`config.mk`:
```
export PLATFORM = sky130hd
export DESIGN_NAME = mem_access_unit
export DESIGN_NICKNAME = d
export VERILOG_FILES = /design/src/rtl/mem_pkg.sv /design/src/rtl/byte_lane_align.sv /design/src/rtl/mem_access_unit.sv
export SDC_FILE = /design/constraint.sdc
export NUM_CORES = 1
export LEC_CHECK = 0
export ABC_AREA = 1
export CORE_ASPECT_RATIO = 1.4
export CORE_MARGIN = 5
export CORE_UTILIZATION = 40
export CTS_BUF_LIST = sky130_fd_sc_hd__clkbuf_8
export DETAILED_ROUTE_END_ITERATION = 6
export MAX_ROUTING_LAYER = met4
export PLACE_DENSITY = 0.72
export SKIP_LAST_GASP = 1
export SLEW_MARGIN = 20
export SYNTH_ARGS = -nofsm -noshare
export SYNTH_HDL_FRONTEND = slang
export SYNTH_HIERARCHICAL = 1
export SYNTH_SLANG_ARGS = --single-unit
```
`constraint.sdc`:
```
create_clock -name clk -period 2.09 [get_ports clk]
set_clock_uncertainty 0.1 [all_clocks]
set_input_delay 0.3135 -clock clk [delete_from_list [all_inputs] [get_ports clk]]
set_output_delay 0.3135 -clock clk [all_outputs]
set_load 0.03 [all_outputs]
```
`src/rtl/mem_pkg.sv`:
```
// Shared definitions for the load/store stage: access size codes, FSM states
// and the natural-alignment rule.
package mem_pkg;

  localparam logic [1:0] MEM_BYTE = 2'b00;
  localparam logic [1:0] MEM_HALF = 2'b01;
  localparam logic [1:0] MEM_WORD = 2'b10;

  typedef enum logic [1:0] {
    S_IDLE = 2'd0,
    S_REQ  = 2'd1,
    S_DONE = 2'd2
  } state_t;

  // The reserved size code 2'b11 falls into the word rule
  function automatic logic is_aligned(input logic [1:0] size, input logic [1:0] off);
    case (size)
      MEM_BYTE: return 1'b1;
      MEM_HALF: return ~off[0];
      default:  return (off == 2'b00);
    endcase
  endfunction

endpackage

```
`src/rtl/byte_lane_align.sv`:
```
// Combinational lane steering: store data/byte-enables toward memory and
// load-data extraction with sign/zero extension coming back.
module byte_lane_align
  import mem_pkg::*;
(
  input  logic [1:0]  i_st_size,
  input  logic [1:0]  i_st_off,
  input  logic [31:0] i_st_data,
  output logic [3:0]  o_st_be,
  output logic [31:0] o_st_data,
  input  logic [1:0]  i_ld_size,
  input  logic [1:0]  i_ld_off,
  input  logic        i_ld_unsigned,
  input  logic [31:0] i_ld_raw,
  output logic [31:0] o_ld_data
);

  logic [7:0]  w_byte;
  logic [15:0] w_half;

  always_comb begin
    o_st_be   = 4'b1111;
    o_st_data = i_st_data;
    case (i_st_size)
      MEM_BYTE: begin
        o_st_be   = 4'b0001 << i_st_off;
        o_st_data = {4{i_st_data[7:0]}};
      end
      MEM_HALF: begin
        o_st_be   = i_st_off[1] ? 4'b1100 : 4'b0011;
        o_st_data = {2{i_st_data[15:0]}};
      end
      default: ;
    endcase
  end

  always_comb begin
    case (i_ld_off)
      2'd0:    w_byte = i_ld_raw[7:0];
      2'd1:    w_byte = i_ld_raw[15:8];
      2'd2:    w_byte = i_ld_raw[23:16];
      default: w_byte = i_ld_raw[31:24];
    endcase
    w_half = i_ld_off[1] ? i_ld_raw[31:16] : i_ld_raw[15:0];
    case (i_ld_size)
      MEM_BYTE: o_ld_data = {{24{~i_ld_unsigned & w_byte[7]}}, w_byte};
      MEM_HALF: o_ld_data = {{16{~i_ld_unsigned & w_half[15]}}, w_half};
      default:  o_ld_data = i_ld_raw;
    endcase
  end

endmodule

```
`src/rtl/mem_access_unit.sv`:
```
// Load/store stage: one handshaked access to variable-latency data memory per
// instruction, with misalignment drop, timeout bus error and pipeline stall.
module mem_access_unit
  import mem_pkg::*;
#(
  parameter int TIMEOUT = 256,
  parameter int CNT_W   = 9
) (
  input  logic        clk,
  input  logic        reset,
  input  logic        memread,
  input  logic        memwrite,
  input  logic [1:0]  memsize,
  input  logic        memunsigned,
  input  logic [31:0] addr,
  input  logic [31:0] writedata,
  output logic [31:0] readdata,
  output logic        stall,
  output logic        misalign,
  output logic        bus_err,
  output logic        mem_req,
  output logic        mem_we,
  output logic [31:0] mem_addr,
  output logic [3:0]  mem_be,
  output logic [31:0] mem_wdata,
  input  logic [31:0] mem_rdata,
  input  logic        mem_ack
);

  state_t      r_state;
  logic [CNT_W-1:0] r_cnt;
  logic [31:0] r_readdata;
  logic        r_misalign;
  logic        r_bus_err;
  logic        r_we;
  logic [31:0] r_addr;
  logic [3:0]  r_be;
  logic [31:0] r_wdata;
  logic [1:0]  r_size;
  logic        r_unsigned;
  logic [1:0]  r_off;

  logic        w_acc;
  logic        w_aligned;
  logic [1:0]  w_size;
  logic [3:0]  w_be;
  logic [31:0] w_st_data;
  logic [31:0] w_ld_data;

  assign w_acc     = memread | memwrite;
  assign w_size    = (memsize == 2'b11) ? MEM_WORD : memsize;
  assign w_aligned = is_aligned(w_size, addr[1:0]);

  byte_lane_align u_align (
    .i_st_size     (w_size),
    .i_st_off      (addr[1:0]),
    .i_st_data     (writedata),
    .o_st_be       (w_be),
    .o_st_data     (w_st_data),
    .i_ld_size     (r_size),
    .i_ld_off      (r_off),
    .i_ld_unsigned (r_unsigned),
    .i_ld_raw      (mem_rdata),
    .o_ld_data     (w_ld_data)
  );

  assign stall     = ((r_state == S_IDLE) & w_acc & w_aligned) | (r_state == S_REQ);
  assign mem_req   = (r_state == S_REQ);
  assign readdata  = r_readdata;
  assign misalign  = r_misalign;
  assign bus_err   = r_bus_err;
  assign mem_we    = r_we;
  assign mem_addr  = r_addr;
  assign mem_be    = r_be;
  assign mem_wdata = r_wdata;

  always_ff @(posedge clk or negedge reset) begin
    if (!reset) begin
      r_state    <= S_IDLE;
      r_cnt      <= '0;
      r_readdata <= '0;
      r_misalign <= 1'b0;
      r_bus_err  <= 1'b0;
      r_we       <= 1'b0;
      r_addr     <= '0;
      r_be       <= '0;
      r_wdata    <= '0;
      r_size     <= '0;
      r_unsigned <= 1'b0;
      r_off      <= '0;
    end else begin
      r_misalign <= 1'b0;
      r_bus_err  <= 1'b0;
      case (r_state)
        S_IDLE: begin
          if (w_acc && w_aligned) begin
            r_state    <= S_REQ;
            r_we       <= memwrite;
            r_addr     <= {addr[31:2], 2'b00};
            r_be       <= w_be;
            r_wdata    <= w_st_data;
            r_size     <= w_size;
            r_unsigned <= memunsigned;
            r_off      <= addr[1:0];
            r_cnt      <= '0;
          end else if (w_acc) begin
            r_misalign <= 1'b1;
          end
        end
        S_REQ: begin
          if (mem_ack) begin
            r_state <= S_DONE;
            if (!r_we) r_readdata <= w_ld_data;
          end else if (r_cnt == CNT_W'(TIMEOUT - 1)) begin
            r_state   <= S_DONE;
            r_bus_err <= 1'b1;
            if (!r_we) r_readdata <= '0;
          end else begin
            r_cnt <= r_cnt + 1'b1;
          end
        end
        // DONE lets the instruction retire so the same access is not reissued
        S_DONE:  r_state <= S_IDLE;
        default: r_state <= S_IDLE;
      endcase
    end
  end

endmodule

```
==> results of run 1 <==
==> how the worst min path moves through the flow <==
stage,startpoint,endpoint
global route,addr[9],mem_addr[9]$_DFFE_PN0P_
global placement,reset,readdata[0]$_DFFE_PN0P_
CTS,addr[22],mem_addr[22]$_DFFE_PN0P_
detailed placement,reset,readdata[0]$_DFFE_PN0P_
floorplan,reset,bus_err$_DFF_PN0_
finish,addr[22],mem_addr[22]$_DFFE_PN0P_
==> metrics by stage <==
step | util [%] | power [µW] | hold WS (ps)
5_1_grt | 58.53 | 13170 | 293.4
3_3_place_gp | 55.67 | 10170 | 255.6
2_1_floorplan | - | 7580 | -82.09
4_1_cts | 58.50 | 12510 | 276.2
6_report | 58.53 | 12370 | 310.6
3_5_place_dp | 55.67 | 10240 | 250.9
==> cell type report <==
type	instances	share of cell area, %
well taps	192	2.739
repair buffers	238	27.37
clock buffers	17	2.667
clock inverters	15	2.068
multi-input cells	552	28.78
inverters	70	2.995
flip-flops and latches	117	33.38
==> tightest hold or removal path, cell delays in order <==
cell and delay, ps:
clkdlybuf4s50_1 390, nand2_1 60, nand2_1 40
==> metal layers <==
layer | vias to the layer above | wire length (µm) | GRT usage [%]
li1 | 2866 | - | -
met1 | 2591 | 7297 | 25.18
met2 | 238 | 8667 | 33.98
met3 | 40 | 1457 | 6.325
met4 | 0 | 549 | 8.093
met5 | - | 0 | -
==> registers in the layout (all words and copies together) (netlist names) <==
name	cells
mem_wdata	32
readdata	32
mem_addr	30
r_cnt	9
mem_be	4
r_off	2
r_size	2
r_state	2
bus_err	1
mem_we	1
misalign	1
r_unsigned	1
==> cells by family (layout without fill, tap and decap cells) <==
| logic type | after synthesis | in the layout | share of synthesized area [%] |
|---|---|---|---|
| DFF | 117 | 117 | 48.31 |
| buffers and inverters | 121 | 340 | 10.14 |
| AOI/OAI and AO/OA | 76 | 76 | 6.957 |
| other | 1 | 2 | 0.06187 |
| adders and majority gates | 2 | 2 | 0.4128 |
| and+or+nand+nor | 472 | 472 | 34.12 |
==> cells in the mapped netlist, types with 3 or more instances <==
library cell,n
dfrtp_1,117
o21ai_1,15
buf_4,22
nor2_1,15
a21oi_1,9
nand2_1,372
o211ai_1,10
inv_2,6
buf_6,4
nand3_2,20
nand3_1,47
buf_2,12
o21ai_0,37
inv_1,64
nand4_1,3
clkbuf_1,11
nand2_4,3
==> power groups by stage <==
| stage | sequential (µW) | combinational (µW) | clock [µW] |
|---|---|---|---|
| 2_1_floorplan | 5380 | 2200 | 0 |
| 3_3_place_gp | 3780 | 6400 | 0 |
| 3_5_place_dp | 3790 | 6450 | 0 |
| 4_1_cts | 3780 | 6460 | 2270 |
| 5_1_grt | 3900 | 6890 | 2380 |
| 6_report | 3770 | 6390 | 2210 |
==> timing repair <==
action,4_1_cts,5_1_grt
setup endpoints to repair,1,7
hold endpoints to repair,117,0
resized for setup,1,2
hold buffers,1,0
buffers inserted,0,0
==> results.cfg, run 1 <==
[worst_setup_path]
cp_cell_sequence = inv_2, nand2_4, inv_1, dlygate4sd2_1
startpoint = r_state[1]$_DFFE_PN0P_
crit_cells = 4
cp_data_required_time_ps = 1680
cp_top_family = buffers and inverters
path_max_fanout = 7
setup.worst_path.end = mem_req
ff2ff_path_depth = 11
cpPeakStageDelay_ps = 410
r2r_end = readdata[27]$_DFFE_PN0P_
cp_slowest_cell = dlygate4sd2_1
worst_r2r_startpoint = r_cnt[2]$_DFFE_PN0P_
cp.arrival_ps = 1530
rrSetupSlack_ps = 160
path_buf_inv = 3
crit_type = reg2out
setup.worst_path.end_class = output port
cp-start-kind = flop

[clocking]
cts_tree = yes
clockBufferDepth = 2
clock-sinks = 117
h-tree-depth = 4
cts-buffers-inserted = 17
cts_root_buffer = clkbuf_8
worstSkewPairLatency_ps = 430
clk_pin_slew_worst_paths_ps = 80

[floorplanning]
rows = 53
fp.dieW_um = 114.0
io_pins = 209
die_y_um = 155.6
dieArea_um2 = 17750
initial_core_util_pct = 40.44
core_um2 = 14990

[sta]
slew_violations = 0
hold_viol = 0
tns_ps = 0
fin_ws_ps = 150.3
relSlewSlack_pct = 62.19
min_period_ps = 1940
finalCritPeriodShare_pct = 92.81
worst_pin_slew_ps = 565.9
finalSetupViolCount = 0
rsz0062_at_grt = no
timing.fmax_ghz = 0.5155

[placement]
gp_congestion = 0.8908
placed_area_um2 = 8343
place_inst = 1168
io_buffers = 206
pre_cts_ws_ps = 28.04
hpwl_mm = 13.42

[cells_and_area]
fin_nets = 1102
fill_cells = 1402
final_common_cell = nand2_1
n_antenna_cell = 0
final_cell_mix = nand2_1 (372), clkdlybuf4s50_1 (202), dfrtp_1 (117), inv_1 (65), nand3_1 (47)
layout-drive-gt1-share_pct = 10.41
fin_cells = 1201
final_area_um2 = 8772
regArea_um2 = 2928
multiInputGateArea_um2 = 2525
area_growth_pct = 44.74

[logic_synthesis]
netlist_instances = 789
ys_seq_elements = 117
ys_warn_count = 6
synth_top_area_share_pct = 48.31
syn_area_um2 = 6061
synth_cell_types = 32
yosysTopAreaCell = dfrtp_1
ys_async_sr_fraction_pct = 100.0
ys.flop_type = dfrtp_1
yosysSeqAreaShare_pct = 48.31
synth.area.top_cells = dfrtp_1 (48%), nand2_1 (23%), inv_1 (4.0%)
synth_edf_count = 0
syn_avg_cell_area_um2 = 7.682

[power_and_ir_drop]
p_int_uw = 6934
pwr-share-clk_pct = 17.9
swShare_pct = 43.95
power_leakage_uw = 0.004393
power.sequential.fraction_pct = 30.5
peakVddDrop_uv = 866.5
p_switching_uw = 5436
comb_power_share_pct = 51.7
powerDensity_nw_per_um2 = 1410

[route]
via_per_inst = 4.775
dr.pass1.iters = 5
wirelength_mm = 17.97
route.detailed.drc = 0
drt-initial-drc-count = 346
vias = 5735
ant_nets = 0
routedWlPerCell_um = 14.96

[worst_hold_path]
min_path_cells = 3
worstHoldPathType = in2reg

[status]
status = finished clean

[global_route]
grt_max_degree = 63
grt_usage_pct = 21.23
grt_pass1_vias = 5804
antenna_found_initial = 0
grt_pass1_wl_mm = 29.15
grt_remaining_overflow = 0

[run]
cap_violations = 0
No activity file was read; power rests on OpenSTA's default activity.
==> inputs of run 2 (changes only) <==
- GPL_ROUTABILITY_DRIVEN: default -> 0
- REMOVE_ABC_BUFFERS: default -> 1
- clock period: 2.09 -> 2.22 ns (I/O delays scaled with it)
==> results.cfg, run 2 (synthesized netlist as in run 1, its figures left out) <==
[status]
status = finished clean

[worst_setup_path]
cp.arrival_ps = 1640
cp-start-kind = flop
cpPeakStageDelay_ps = 750
cp_top_family = buffers and inverters
cp_data_required_time_ps = 1790
setup.worst_path.end_class = output port
path_max_fanout = 4
crit_type = reg2out
cp_slowest_cell = clkdlybuf4s50_1
path_buf_inv = 1
cp_cell_sequence = clkdlybuf4s50_1

[sta]
hold_viol = 0
worst_pin_slew_ps = 710.7
hold_slack_ps = 291.5
timing.fmax_ghz = 0.4827
relSlewSlack_pct = 52.44
rsz0062_at_grt = no
slew_violations = 0
finalCritPeriodShare_pct = 93.33
finalSetupViolCount = 0
tns_ps = 0
min_period_ps = 2072

[floorplanning]
fp.dieW_um = 114.0
io_pins = 209
initial_core_util_pct = 40.44
rows = 53
die_y_um = 155.6
dieArea_um2 = 17750
core_um2 = 14990

[power_and_ir_drop]
power_leakage_uw = 0.004337
peakVddDrop_uv = 729.8
p_total_uw = 11530
powerDensity_nw_per_um2 = 1330

[route]
dr.pass1.iters = 5
routedWlPerCell_um = 14.84
drt-initial-drc-count = 416
wirelength_mm = 17.66
ant_nets = 0
via_per_inst = 4.814
route.detailed.drc = 0
vias = 5729

[worst_hold_path]
worstHoldPathType = in2reg

[run]
cap_violations = 0

[clocking]
h-tree-depth = 4
clk_pin_slew_worst_paths_ps = 70
post_cts_buffers = 0
cts-buffers-inserted = 17
worstSkewPairLatency_ps = 410
clockBufferDepth = 2
cts_tree = yes
clock-sinks = 117
cts_root_buffer = clkbuf_8

[cells_and_area]
fin_cells = 1190
area_growth_pct = 43.02
layout-drive-gt1-share_pct = 9.319
fin_nets = 1093
n_antenna_cell = 0
final_common_cell = nand2_1
final_cell_mix = nand2_1 (372), clkdlybuf4s50_1 (202), dfrtp_1 (117), inv_1 (65), nand3_1 (47)
fill_cells = 1399

[global_route]
grt_pass1_vias = 5807
grt_remaining_overflow = 0
antenna_found_initial = 0
grt_max_degree = 55
grt_usage_pct = 21.13
grt_pass1_wl_mm = 29.37

[placement]
hpwl_mm = 12.77
io_buffers = 206
place_inst = 1159
run 2: cell count changes in the layout (fill, tap and decap cells not counted), sizes merged:
cell and delta:
clkbuf +3, clkinv -1, clkinvlp -1, inv -3
buf -9
run 2: area by class of cell:
type	count	area, µm²	area share [%]
inverters	70	262.8	3.031
clock buffers	20	275.3	3.176
multi-input cells	552	2522	29.10
well taps	192	240.2	2.771
repair buffers	229	2308	26.63
flip-flops and latches	117	2928	33.78
clock inverters	10	131.4	1.516
run 2: repair_timing:
| action | CTS | global route |
|---|---|---|
| setup endpoints to repair | 1 | 1 |
| hold buffers | 1 | 0 |
| endpoints found under the hold margin | 31 | 0 |
| gates resized for setup | 1 | 1 |
| gates cloned | 0 | 0 |
run 2: final timing paths:
path / cells after the start / startpoint / to / slack (ps)
max: 1 / mem_we$_DFFE_PN0P_ / mem_we / 150
min: 3 / memsize[1] / r_size[1]$_DFFE_PN0P_ / 290
max reg2reg: 10 / r_cnt[1]$_DFFE_PN0P_ / readdata[29]$_DFFE_PN0P_ / 240
min reg2reg: 2 / r_unsigned$_DFFE_PN0P_ / r_unsigned$_DFFE_PN0P_ / 380
max in group asynchronous: 3 / reset / r_cnt[0]$_DFFE_PN0P_ / 1090
min in group asynchronous: 2 / reset / readdata[0]$_DFFE_PN0P_ / 340
run 2: metrics by stage:
step	setup WS (ps)	utilization (%)	instance area, µm²
final	148.2	57.84	8668
after global routing	16.57	57.84	8668
after CTS	85.79	57.82	8666
after detailed placement	-58.14	55.05	8250
after global placement	-52.19	55.05	8250
after floorplan	189.1	-	5713
run 2: per-layer routing:
metal	track usage, %	share of wire (%)
met1	25.84	41
met2	34.00	50
met3	5.045	7.4
met4	7.753	2.0
met5	-	0
run 2: report_power, final:
group          switching, µW  total (µW)  internal, µW  leakage [µW]
clock                    861        2040          1180      0.000204
sequential               545        3530          2980       0.00148
combinational           3610        5960          2340       0.00265
total                   5020       11500          6510       0.00434
==> inputs of run 3 (changes only) <==
--- a/config.mk
+++ b/config.mk
@@ -14,3 +14,2 @@
 export GPL_ROUTABILITY_DRIVEN = 0
-export MAX_ROUTING_LAYER = met4
 export PLACE_DENSITY = 0.72
==> constraint.sdc (replaced) <==
create_clock -name clk -period 2.22 [get_ports clk]
set_clock_uncertainty 0.1 [all_clocks]
set_input_delay 0.222 -clock clk [delete_from_list [all_inputs] [get_ports clk]]
set_output_delay 0.222 -clock clk [all_outputs]
set_load 0.03 [all_outputs]
==> results.cfg, run 3 (synthesized netlist as in run 1, its figures left out) <==
[status]
status = finished clean

[clocking]
h-tree-depth = 4
clockBufferDepth = 2
worstSkewPairLatency_ps = 430
cts_root_buffer = clkbuf_8
clk_pin_slew_worst_paths_ps = 80
post_cts_buffers = 0
cts-buffers-inserted = 17
clock-sinks = 117
cts_tree = yes

[route]
wirelength_mm = 17.76
dr.pass1.iters = 5
via_per_inst = 4.834
routedWlPerCell_um = 14.93
drt-initial-drc-count = 357
ant_nets = 0
route.detailed.drc = 0
vias = 5752

[worst_setup_path]
cpPeakStageDelay_ps = 690
path_max_fanout = 7
worst_r2r_startpoint = r_cnt[0]$_DFFE_PN0P_
rrSetupSlack_ps = 210
r2r_end = r_cnt[7]$_DFFE_PN0P_
setup.worst_path.end = mem_req
setup.worst_path.end_class = output port
cp_cell_sequence = inv_2, nand2_4, inv_1, clkdlybuf4s50_1
crit_type = reg2out
cp_top_family = buffers and inverters
ff2ff_path_depth = 12
startpoint = r_state[1]$_DFFE_PN0P_
path_buf_inv = 3
crit_cells = 4
cp_slowest_cell = clkdlybuf4s50_1
cp.arrival_ps = 1790
cp-start-kind = flop
cp_data_required_time_ps = 1900

[worst_hold_path]
worstHoldPathType = in2reg

[sta]
slew_violations = 0
hold_viol = 0
rsz0062_at_grt = no
worst_pin_slew_ps = 747.7
tns_ps = 0
relSlewSlack_pct = 49.97
hold_slack_ps = 218.8
finalCritPeriodShare_pct = 95.17
timing.fmax_ghz = 0.4733
finalSetupViolCount = 0
min_period_ps = 2113

[floorplanning]
initial_core_util_pct = 40.44
fp.dieW_um = 114.0
die_y_um = 155.6
dieArea_um2 = 17750
io_pins = 209
rows = 53
core_um2 = 14990

[global_route]
antenna_found_initial = 0
met1_usage_pct = 24.69
grt_pass1_vias = 5661
grt_use_met2_pct = 33.58
grt_pass1_wl_mm = 28.88
grt_usage_pct = 20.27
grt_remaining_overflow = 0
grt_max_degree = 61
globalRouteMet3Util_pct = 6.248
busiest_layer = met2

[power_and_ir_drop]
powerDensity_nw_per_um2 = 1365
peakVddDrop_uv = 767.3
power_leakage_uw = 0.004363

[placement]
hpwl_mm = 12.74
io_buffers = 206

[cells_and_area]
fill_cells = 1369
fin_nets = 1091
area_growth_pct = 44.28
final_common_cell = nand2_1
layout-drive-gt1-share_pct = 9.419
n_antenna_cell = 0
final_cell_mix = nand2_1 (372), clkdlybuf4s50_1 (204), dfrtp_1 (117), inv_1 (65), nand3_1 (47)

[run]
cap_violations = 0
run 3: changes by cell type in the layout (fill, tap and decap cells not counted), moves of 2 or more:
cell             delta
clkinv_4            +3
clkinvlp_4          -3
clkinv_2            -2
inv_6               +4
clkdlybuf4s50_1     +2
bufinv_16           +3
clkbuf_8            -3
buf_4               -3
run 3: worst min-delay path by stage:
stage	from	to	slack, ps	cells after the start
global placement	reset	readdata[0]$_DFFE_PN0P_	210	1
global route	addr[31]	mem_addr[31]$_DFFE_PN0P_	190	3
detailed placement	reset	readdata[0]$_DFFE_PN0P_	200	1
finish	addr[16]	mem_addr[16]$_DFFE_PN0P_	220	3
CTS	addr[31]	mem_addr[31]$_DFFE_PN0P_	200	3
floorplan	reset	bus_err$_DFF_PN0_	-170	0
run 3: per-stage QoR:
step,instance area [µm²],utilization (%),cells,worst slack [ps],total power (µW)
CTS,8742,58.33,1190,55.04,12040
global route,8745,58.35,1190,5.297,12670
floorplan,5713,-,739,189.1,6878
detailed placement,8248,55.03,1157,107.8,9560
global placement,8248,55.03,1157,215.5,9497
finish,8745,58.35,1190,107.2,11940
run 3: power breakdown:
part           internal [µW]  switching [µW]  leakage [µW]
clock                   1460             964      0.000247
combinational           2360            3630       0.00264
sequential              2980             527       0.00148
total                   6810            5130       0.00436
run 3: layout make-up:
type / instances / area (µm²) / share of cell area (%)
timing repair buffer: 227 / 2305 / 26.36
tap: 192 / 240.2 / 2.747
sequential: 117 / 2928 / 33.48
clock inverter: 15 / 250.2 / 2.862
inverter: 70 / 262.8 / 3.005
clock buffer: 17 / 234.0 / 2.676
multi-input combinational: 552 / 2525 / 28.87
run 3: timing repair:
| item | 4_1_cts | 5_1_grt |
|---|---|---|
| endpoints found under the hold margin | 43 | 0 |
| hold buffers | 1 | 0 |
| gates resized for setup | 0 | 1 |
| endpoints found under the setup margin | 0 | 1 |
run 3: routing by layer:
metal	part of all wire, %	vias to the layer above
li1	-	2843
met1	40	2671
met2	48	211
met3	8.3	27
met4	2.7	0
met5	0	-
run 3: worst min-delay path: stages:
cell	delay, ps
clkdlybuf4s50_1	390
nand2_1	60
nand2_1	40
